`src/rtl/car_flow_generator.sv`:
```
// car_flow_generator: pseudo-random per-direction traffic source for a
// four-way signal controller. Arrivals come from one 16-bit LFSR per
// direction. Departures are gated by the green axis and bounded by a
// shadow queue, so every emitted count is physically consistent.
//
// state   | meaning
// --------+-----------------------------------------------------------
// S_IDLE  | no traffic, counts forced to 0, LFSRs hold
// S_RUN   | arrivals and gated departures, LFSRs advance
// S_DRAIN | arrivals stopped, departures continue until queues empty
module car_flow_generator #(
  parameter logic [15:0] SEED_W      = 16'hACE1,
  parameter logic [15:0] SEED_E      = 16'h1D2B,
  parameter logic [15:0] SEED_N      = 16'h7F03,
  parameter logic [15:0] SEED_S      = 16'h3C55,
  parameter int unsigned MAX_ARRIVE  = 3,
  parameter int unsigned DEPART_RATE = 2
) (
  input  logic       CLK,
  input  logic       rst,
  input  logic       enable,
  input  logic       ns_green,
  input  logic       ew_green,
  output logic [4:0] w_incomingCars,
  output logic [4:0] e_incomingCars,
  output logic [4:0] n_incomingCars,
  output logic [4:0] s_incomingCars,
  output logic [4:0] w_leavingCars,
  output logic [4:0] e_leavingCars,
  output logic [4:0] n_leavingCars,
  output logic [4:0] s_leavingCars,
  output logic [6:0] total_queued,
  output logic       busy,
  output logic       done,
  output logic       conflict
);

  localparam logic [2:0] LP_MAX = 3'(MAX_ARRIVE);
  localparam logic [4:0] LP_DEP = 5'(DEPART_RATE);
  localparam logic [4:0] LP_CAP = 5'd31;

  // Direction index: 0 = W, 1 = E (east/west axis), 2 = N, 3 = S (north/south axis)
  typedef enum logic [1:0] {
    S_IDLE  = 2'd0,
    S_RUN   = 2'd1,
    S_DRAIN = 2'd2
  } state_t;

  state_t      r_state;
  logic [15:0] r_lfsr [4];
  logic [4:0]  r_q    [4];
  logic [4:0]  r_inc  [4];
  logic [4:0]  r_dep  [4];
  logic [6:0]  r_total;
  logic        r_busy;
  logic        r_done;
  logic        r_conflict;

  logic [15:0] w_lfsr_next [4];
  logic [4:0]  w_raw       [4];
  logic [4:0]  w_dep       [4];
  logic [4:0]  w_room      [4];
  logic [4:0]  w_inc       [4];
  logic [4:0]  w_q_next    [4];
  logic        w_elig      [4];
  logic        w_gate_ns;
  logic        w_gate_ew;
  logic        w_arrive_en;
  logic        w_all_empty;
  logic [6:0]  w_total_next;

  // Per-direction datapath: LFSR step, arrival filter, gated departure, saturation trim
  always_comb begin
    // Both greens high is treated as all-red
    w_gate_ns    = ns_green & ~ew_green;
    w_gate_ew    = ew_green & ~ns_green;
    // enable low stops arrivals on the very edge it is sampled
    w_arrive_en  = (r_state == S_RUN) && enable;
    w_all_empty  = 1'b1;
    w_total_next = '0;
    w_elig[0]    = w_gate_ew;
    w_elig[1]    = w_gate_ew;
    w_elig[2]    = w_gate_ns;
    w_elig[3]    = w_gate_ns;
    for (int i = 0; i < 4; i++) begin
      w_lfsr_next[i] = {r_lfsr[i][14:0],
                        r_lfsr[i][15] ^ r_lfsr[i][13] ^ r_lfsr[i][12] ^ r_lfsr[i][10]};
      w_raw[i] = (w_arrive_en && (r_lfsr[i][2:0] <= LP_MAX)) ? {2'b00, r_lfsr[i][2:0]} : 5'd0;
      // Departures use the pre-arrival queue, so new cars never leave in the same cycle
      if (w_elig[i]) begin
        w_dep[i] = (r_q[i] < LP_DEP) ? r_q[i] : LP_DEP;
      end else begin
        w_dep[i] = 5'd0;
      end
      // dep <= q, so the free space never exceeds 31 and cannot wrap
      w_room[i]    = LP_CAP - r_q[i] + w_dep[i];
      w_inc[i]     = (w_raw[i] > w_room[i]) ? w_room[i] : w_raw[i];
      w_q_next[i]  = r_q[i] + w_inc[i] - w_dep[i];
      w_total_next = w_total_next + {2'b00, w_q_next[i]};
      if (r_q[i] != 5'd0) begin
        w_all_empty = 1'b0;
      end
    end
  end

  // Sequencer FSM with registered counts, queue state and status flags
  always_ff @(posedge CLK or posedge rst) begin
    if (rst) begin
      r_state    <= S_IDLE;
      r_lfsr[0]  <= SEED_W;
      r_lfsr[1]  <= SEED_E;
      r_lfsr[2]  <= SEED_N;
      r_lfsr[3]  <= SEED_S;
      for (int i = 0; i < 4; i++) begin
        r_q[i]   <= '0;
        r_inc[i] <= '0;
        r_dep[i] <= '0;
      end
      r_total    <= '0;
      r_busy     <= 1'b0;
      r_done     <= 1'b0;
      r_conflict <= 1'b0;
    end else begin
      r_conflict <= r_conflict | (ns_green & ew_green);
      r_done     <= 1'b0;
      case (r_state)
        S_IDLE: begin
          for (int i = 0; i < 4; i++) begin
            r_inc[i] <= '0;
            r_dep[i] <= '0;
          end
          if (enable) begin
            r_state <= S_RUN;
            r_busy  <= 1'b1;
          end
        end
        S_RUN, S_DRAIN: begin
          for (int i = 0; i < 4; i++) begin
            r_lfsr[i] <= w_lfsr_next[i];
            r_q[i]    <= w_q_next[i];
            r_inc[i]  <= w_inc[i];
            r_dep[i]  <= w_dep[i];
          end
          r_total <= w_total_next;
          if (enable) begin
            r_state <= S_RUN;
            r_busy  <= 1'b1;
          end else if ((r_state == S_DRAIN) && w_all_empty) begin
            r_state <= S_IDLE;
            r_busy  <= 1'b0;
            r_done  <= 1'b1;
          end else begin
            r_state <= S_DRAIN;
            r_busy  <= 1'b1;
          end
        end
        default: begin
          r_state <= S_IDLE;
          r_busy  <= 1'b0;
        end
      endcase
    end
  end

  assign w_incomingCars = r_inc[0];
  assign e_incomingCars = r_inc[1];
  assign n_incomingCars = r_inc[2];
  assign s_incomingCars = r_inc[3];
  assign w_leavingCars  = r_dep[0];
  assign e_leavingCars  = r_dep[1];
  assign n_leavingCars  = r_dep[2];
  assign s_leavingCars  = r_dep[3];
  assign total_queued   = r_total;
  assign busy           = r_busy;
  assign done           = r_done;
  assign conflict       = r_conflict;

endmodule

```
`config.mk`:
```
export PLATFORM = sky130hd
export DESIGN_NAME = car_flow_generator
export DESIGN_NICKNAME = d
export VERILOG_FILES = /design/src/rtl/car_flow_generator.sv
export SDC_FILE = /design/constraint.sdc
export NUM_CORES = 1
export LEC_CHECK = 0
export ABC_CLOCK_PERIOD_IN_PS = 7500
export CAP_MARGIN = 10
export CELL_PAD_IN_SITES_DETAIL_PLACEMENT = 1
export CELL_PAD_IN_SITES_GLOBAL_PLACEMENT = 1
export CORE_MARGIN = 2
export CORE_UTILIZATION = 48
export DETAILED_ROUTE_END_ITERATION = 8
export GPL_TIMING_DRIVEN = 0
export PLACE_DENSITY = 0.87
export REMOVE_ABC_BUFFERS = 1
export SETUP_SLACK_MARGIN = 0.5
export SLEW_MARGIN = 15
export SYNTH_ARGS = -nofsm -noshare
export SYNTH_HDL_FRONTEND = slang
export SYNTH_SLANG_ARGS = --single-unit
```
`constraint.sdc`:
```
create_clock -name CLK -period 7.5 [get_ports CLK]
set_input_delay 2.25 -clock CLK [delete_from_list [all_inputs] [get_ports CLK]]
set_output_delay 2.25 -clock CLK [all_outputs]
set_load 0.01 [all_outputs]
```
==> results.json, run 1 <==
{
  "critical_path_class": "input pin to flip-flop",
  "cp.required_ns": 7.82,
  "nNetsFinal": 895,
  "cp_num_buf_inv": 7,
  "grt_pass1_vias": 6794,
  "worstSetupEndpointType": "flip-flop",
  "r2r_end": "total_queued[6]",
  "pin_count": 55,
  "clock-sinks": 136,
  "rsz0062_at_grt": "true",
  "grt_pass1_wl_um": 39100,
  "final_cell_area_um2": 10100,
  "die-area_um2": 17300,
  "core_area_um2": 15900,
  "num_rows": 46,
  "dr.pass1.iters": 7,
  "ys_seq_area_share_pct": 44.0,
  "cp-startpoint": "ew_green",
  "wl_per_cell_um": 28.5,
  "yosysMostFrequentCell": "dfrtp_1",
  "globalRoute.totalOverflow": 0,
  "netlist_area_um2": 7820,
  "ys_seq_elements": 136,
  "rr_startpoint": "r_q[2]",
  "skew_ns": 0.0123,
  "fin_cells": 1027,
  "reg2regPathDepth": 26,
  "reg2reg_slack_ns": -0.12,
  "synth_top_cell_by_area": "dfrtp_1",
  "fin_crit_sh_pct": 109,
  "async_reset_ff_share_pct": 100,
  "outcome": "finished with violations",
  "synth_cell_types": 53,
  "dpl.cell_count": 957,
  "min-delay-start": "s_leavingCars[4]",
  "cts_tree": "built",
  "hold_path_end": "s_leavingCars[4]",
  "cpMaxStageDelayCell": "fa_1",
  "slew_headroom_pct": 23.3,
  "vias_per_cell": 6.07,
  "root_buffer": "clkbuf_16",
  "max_cap_violations": 0,
  "place_congestion": 0.859,
  "violations": "setup timing",
  "initial_core_util_pct": 49.3,
  "hold_path_depth": 1,
  "drcViolationCount": 0,
  "antenna_found_initial": 0,
  "start_kind": "input pin",
  "hpwl_um": 13500,
  "htree_levels": 4,
  "avgSynthCellArea_um2": 11.5,
  "cpMostUsedCell": "inv_2",
  "path_delay_family": "adder cells",
  "synth_top_flop_cell": "dfrtp_1",
  "synth_top_cell_area_share_pct": 32.9,
  "cts_hold_buffers": 0,
  "ant_nets": 0,
  "drt_iter0_drc": 505,
  "vias": 6235,
  "num_antenna_cells": 0,
  "clk_pin_slew_worst_paths_ns": 0.06,
  "synthesis.instances": 682,
  "final_max_slew_viol_count": 0,
  "hold_viol_final": 0,
  "drive_above_1_share_pct": 31.8,
  "fmax_mhz": 122,
  "max_stage_delay_ns": 0.59,
  "syn_to_final_growth_pct": 28.9,
  "dieHeight_um": 132,
  "cts_buffers": 17,
  "yosysWarnings": 0,
  "cp.arrival_ns": 8.50,
  "grt_max_degree": 70,
  "portBuffers": 54,
  "clk_path_buf_depth": 2,
  "critPathMaxFanout": 5,
  "placed_area_um2": 8710,
  "die-width_um": 132,
  "clk_latency_ns": 0.44,
  "grt_use_total_pct": 29.6,
  "ys_top_cells_by_count": "103 x dfrtp_1, 76 x inv_1, 65 x mux2_2, 62 x ha_1, 34 x nand2_1",
  "worst_pin_slew_ns": 1.15,
  "synth_edf_count": 0,
  "hp-class": "flip-flop to flip-flop",
  "final_core_util_pct": 63.5,
  "fin_ws_ns": -0.685,
  "fin_crit_ns": 8.18,
  "totalWireLength_um": 29300,
  "setup_tns_ns": -2.83,
  "setup-violations-final": 5,
  "synth.area.top_cells": "dfrtp_1 33%, dfstp_2 11%, ha_1 9.9%"
}
## metal layers
| metal | vias to the layer above | share of wire (%) | global-route usage, % |
|---|---|---|---|
| met5 | - | 0 | 0 |
| met1 | 3182 | 37 | 32.6 |
| met3 | 175 | 5.8 | 5.71 |
| met4 | 0 | 7.7 | 16.1 |
| met2 | 382 | 50 | 53.7 |
| li1 | 2496 | - | - |
## cells by family after synthesis
| kind of cell | synth area share, % |
|---|---|
| fa+ha+maj | 17.6 |
| buf+inv | 4.89 |
| compound gates | 8.78 |
| other cells | 0.0960 |
| mux | 11.3 |
| xor+xnor | 4.81 |
| flops | 44.0 |
| simple gates | 8.52 |
## flip-flops by register name, indices dropped and copies added, names as in the netlist
signal,count
busy,1
conflict,1
done,1
e_incomingCars,5
e_leavingCars,5
n_incomingCars,5
n_leavingCars,5
r_lfsr,64
r_q,20
r_state,2
s_incomingCars,5
s_leavingCars,5
total_queued,7
w_incomingCars,5
w_leavingCars,5
## per-stage QoR
step	setup slack [ns]	hold WS, ns
3_5_place_dp	-1.87	0.459
4_1_cts	-0.296	0.468
2_1_floorplan	-0.449	0.470
5_1_grt	-0.813	0.518
6_report	-0.685	0.494
3_3_place_gp	-1.51	0.443
## worst max-delay path by stage
stage,end,slack [ns],cells after the start
3_5_place_dp,total_queued[5],-1.87,26
4_1_cts,total_queued[5],-0.30,28
5_1_grt,total_queued[5],-0.81,27
6_report,total_queued[5],-0.68,27
3_3_place_gp,total_queued[6],-1.51,25
2_1_floorplan,total_queued[5],-0.45,25
## layout make-up
class                           count  area [um2]
Fill cell                        1608        5800
Multi-Input combinational cell    473        4620
Sequential cell                   136        3440
Timing Repair Buffer               94         893
Clock buffer                       23         458
Inverter                           76         290
Tap cell                          216         270
Clock inverter                      9         104
## cells in the final DEF (no fill, tap or decap), drive strengths merged, types with 8 or more instances in the layout
cell type      count
dfrtp            103
inv               77
mux2              65
ha                62
clkdlybuf4s50     51
buf               42
nand2             34
dfstp             33
fa                30
nor2              29
conb              28
xnor2             28
and2              26
a21oi             24
clkbuf            24
o21ai             22
mux2i             15
xor2              15
a21o              13
nor2b              8
## what timing repair did
item                       CTS  global route
resized for setup           89            31
setup buffers               25            13
hold endpoints to repair     0             0
pin swaps                   42            41
setup endpoints to repair    6             6
Power of run 1 is not shown: default switching activity piles up to over one toggle a cycle in this logic, so the estimate is an artifact.
==> run 2, diff against run 1 <==
GPL_TIMING_DRIVEN = default   (was 0)
==> run 2 against run 1 <==
The run still ends with setup timing left; first-iteration DRC count is 24% higher; critical path depth is 1 lower; worst hold slack worse by 0.0044 ns; global-route usage is 8.1 points higher; flip-flop and latch count stayed put; critical path type unchanged.
==> results.json, run 2 (synthesized netlist as in run 1, its figures left out) <==
{
  "place_congestion": 0.871,
  "setup_tns_ns": -3.33,
  "fin_crit_ns": 8.32,
  "largest_reg_flops": 64,
  "fin_crit_sh_pct": 111,
  "syn_to_final_growth_pct": 37.3,
  "drive_above_1_share_pct": 39.1,
  "worst_pin_slew_ns": 1.07,
  "ant_nets": 0,
  "slew_headroom_pct": 28.6,
  "wl_per_cell_um": 33.1,
  "regMostFlops": "r_lfsr",
  "reg2reg_slack_ns": -0.18,
  "grt_pass1_vias": 7776,
  "grt_pass1_wl_um": 48400,
  "hold_path_depth": 1,
  "antenna_found_initial": 1,
  "root_buffer": "clkbuf_16",
  "final_max_slew_viol_count": 0,
  "r2r_end": "total_queued[5]",
  "pin_count": 55,
  "dieHeight_um": 132,
  "fillers": 1575,
  "die-area_um2": 17300,
  "drt_iter0_drc": 625,
  "reg2regPathDepth": 25,
  "worstSetupEndpointType": "flip-flop",
  "setup-violations-final": 5,
  "outcome": "finished with violations",
  "dpl_worst_slack_ns": -1.62,
  "critical_path_class": "input pin to flip-flop",
  "clk_pin_slew_worst_paths_ns": 0.06,
  "initial_core_util_pct": 49.3,
  "vias": 6936,
  "die-width_um": 132,
  "cts_hold_buffers": 0,
  "start_kind": "input pin",
  "fmax_mhz": 120,
  "rsz0062_at_grt": "true",
  "cp.arrival_ns": 8.65,
  "clk_latency_ns": 0.46,
  "min-delay-start": "conflict",
  "skew_ns": 0.0150,
  "cts_tree": "built",
  "portBuffers": 54,
  "globalRoute.totalOverflow": 0,
  "layout_common_cells": "106 x buf_4, 103 x dfrtp_1, 62 x mux2_2",
  "grt_max_degree": 80,
  "critPathMaxFanout": 3,
  "num_rows": 46,
  "htree_levels": 4,
  "core_area_um2": 15900,
  "hpwl_um": 15700,
  "hold_path_end": "conflict",
  "clk_path_buf_depth": 2,
  "nNetsFinal": 968,
  "fin_ws_ns": -0.816,
  "dr.pass1.iters": 5,
  "max_cap_violations": 0,
  "hp-class": "flip-flop to flip-flop",
  "grt_use_total_pct": 37.8,
  "hold_viol_final": 0,
  "violations": "setup timing",
  "totalWireLength_um": 36400,
  "rr_startpoint": "r_q[11]",
  "final_common_cell": "buf_4",
  "cp.required_ns": 7.83,
  "clock-sinks": 136,
  "drcViolationCount": 0,
  "vias_per_cell": 6.30,
  "cts_buffers": 17
}
## run 2: cell types whose count changed in the layout (fill, tap and decap cells not counted), moves of 4 or more
cell	change
clkinv_2	-4
a21oi_1	-5
clkbuf_1	-5
buf_6	+5
buf_4	+70
clkinv_4	+4
## run 2: routing by layer
metal | track usage [%] | up-vias | wire length, um
met3 | 9.88 | 266 | 2850
met1 | 39.2 | 3463 | 12500
met5 | 0 | - | 0
met4 | 31.0 | 0 | 3510
li1 | - | 2643 | -
met2 | 64.2 | 564 | 17500
## run 2: layout make-up
type	count	area (um2)	area share, %
Sequential cell	136	3440	32.1
Clock buffer	19	453	4.22
Inverter	76	290	2.70
Antenna cell	1	2.50	0.0233
Multi-Input combinational cell	473	4690	43.7
Tap cell	216	270	2.52
Clock inverter	13	160	1.49
Timing Repair Buffer	167	1430	13.3
## run 2: how the worst max path moves through the flow
stage                            to  slack (ns)      from
floorplan           total_queued[5]       -0.45  ns_green
global placement    total_queued[5]       -1.20  ns_green
detailed placement  total_queued[5]       -1.62  ew_green
CTS                 total_queued[5]       -0.47  ns_green
global route        total_queued[5]       -0.94  ns_green
finish              total_queued[5]       -0.82  ns_green
## run 2: critical path: stages
cell	delay [ns]
buf_6	0.10
buf_6	0.12
nand2b_1	0.19
nor2_2	0.24
inv_2	0.10
fa_2	0.50
ha_4	0.30
nor2b_4	0.12
o21a_1	0.16
o21ai_2	0.07
or3_4	0.40
buf_6	0.14
o21ai_4	0.16
fa_1	0.49
ha_1	0.32
a21o_1	0.21
a21oi_2	0.20
xor2_2	0.44
fa_1	0.55
fa_1	0.57
inv_2	0.07
ha_4	0.23
a21o_1	0.18
a21oi_2	0.16
xnor2_1	0.10
mux2_4	0.27
## run 2: per-stage QoR
| step | util, % | hold slack, ns | cell area (um2) | std cells |
|---|---|---|---|---|
| 4_1_cts | 66.0 | 0.473 | 10500 | 1093 |
| 5_1_grt | 67.6 | 0.505 | 10700 | 1101 |
| 6_report | 67.6 | 0.490 | 10700 | 1101 |
| 3_3_place_gp | 58.6 | 0.441 | 9300 | 1042 |
| 2_1_floorplan | - | 0.470 | 7820 | 685 |
| 3_5_place_dp | 58.6 | 0.460 | 9300 | 1042 |
## run 2: timing repair
action                                  4_1_cts  5_1_grt
resized for setup                           104       34
setup buffers                                19        7
endpoints found under the setup margin        6        6
pin swaps                                    55       36
Power of run 2 is left out for the same reason.
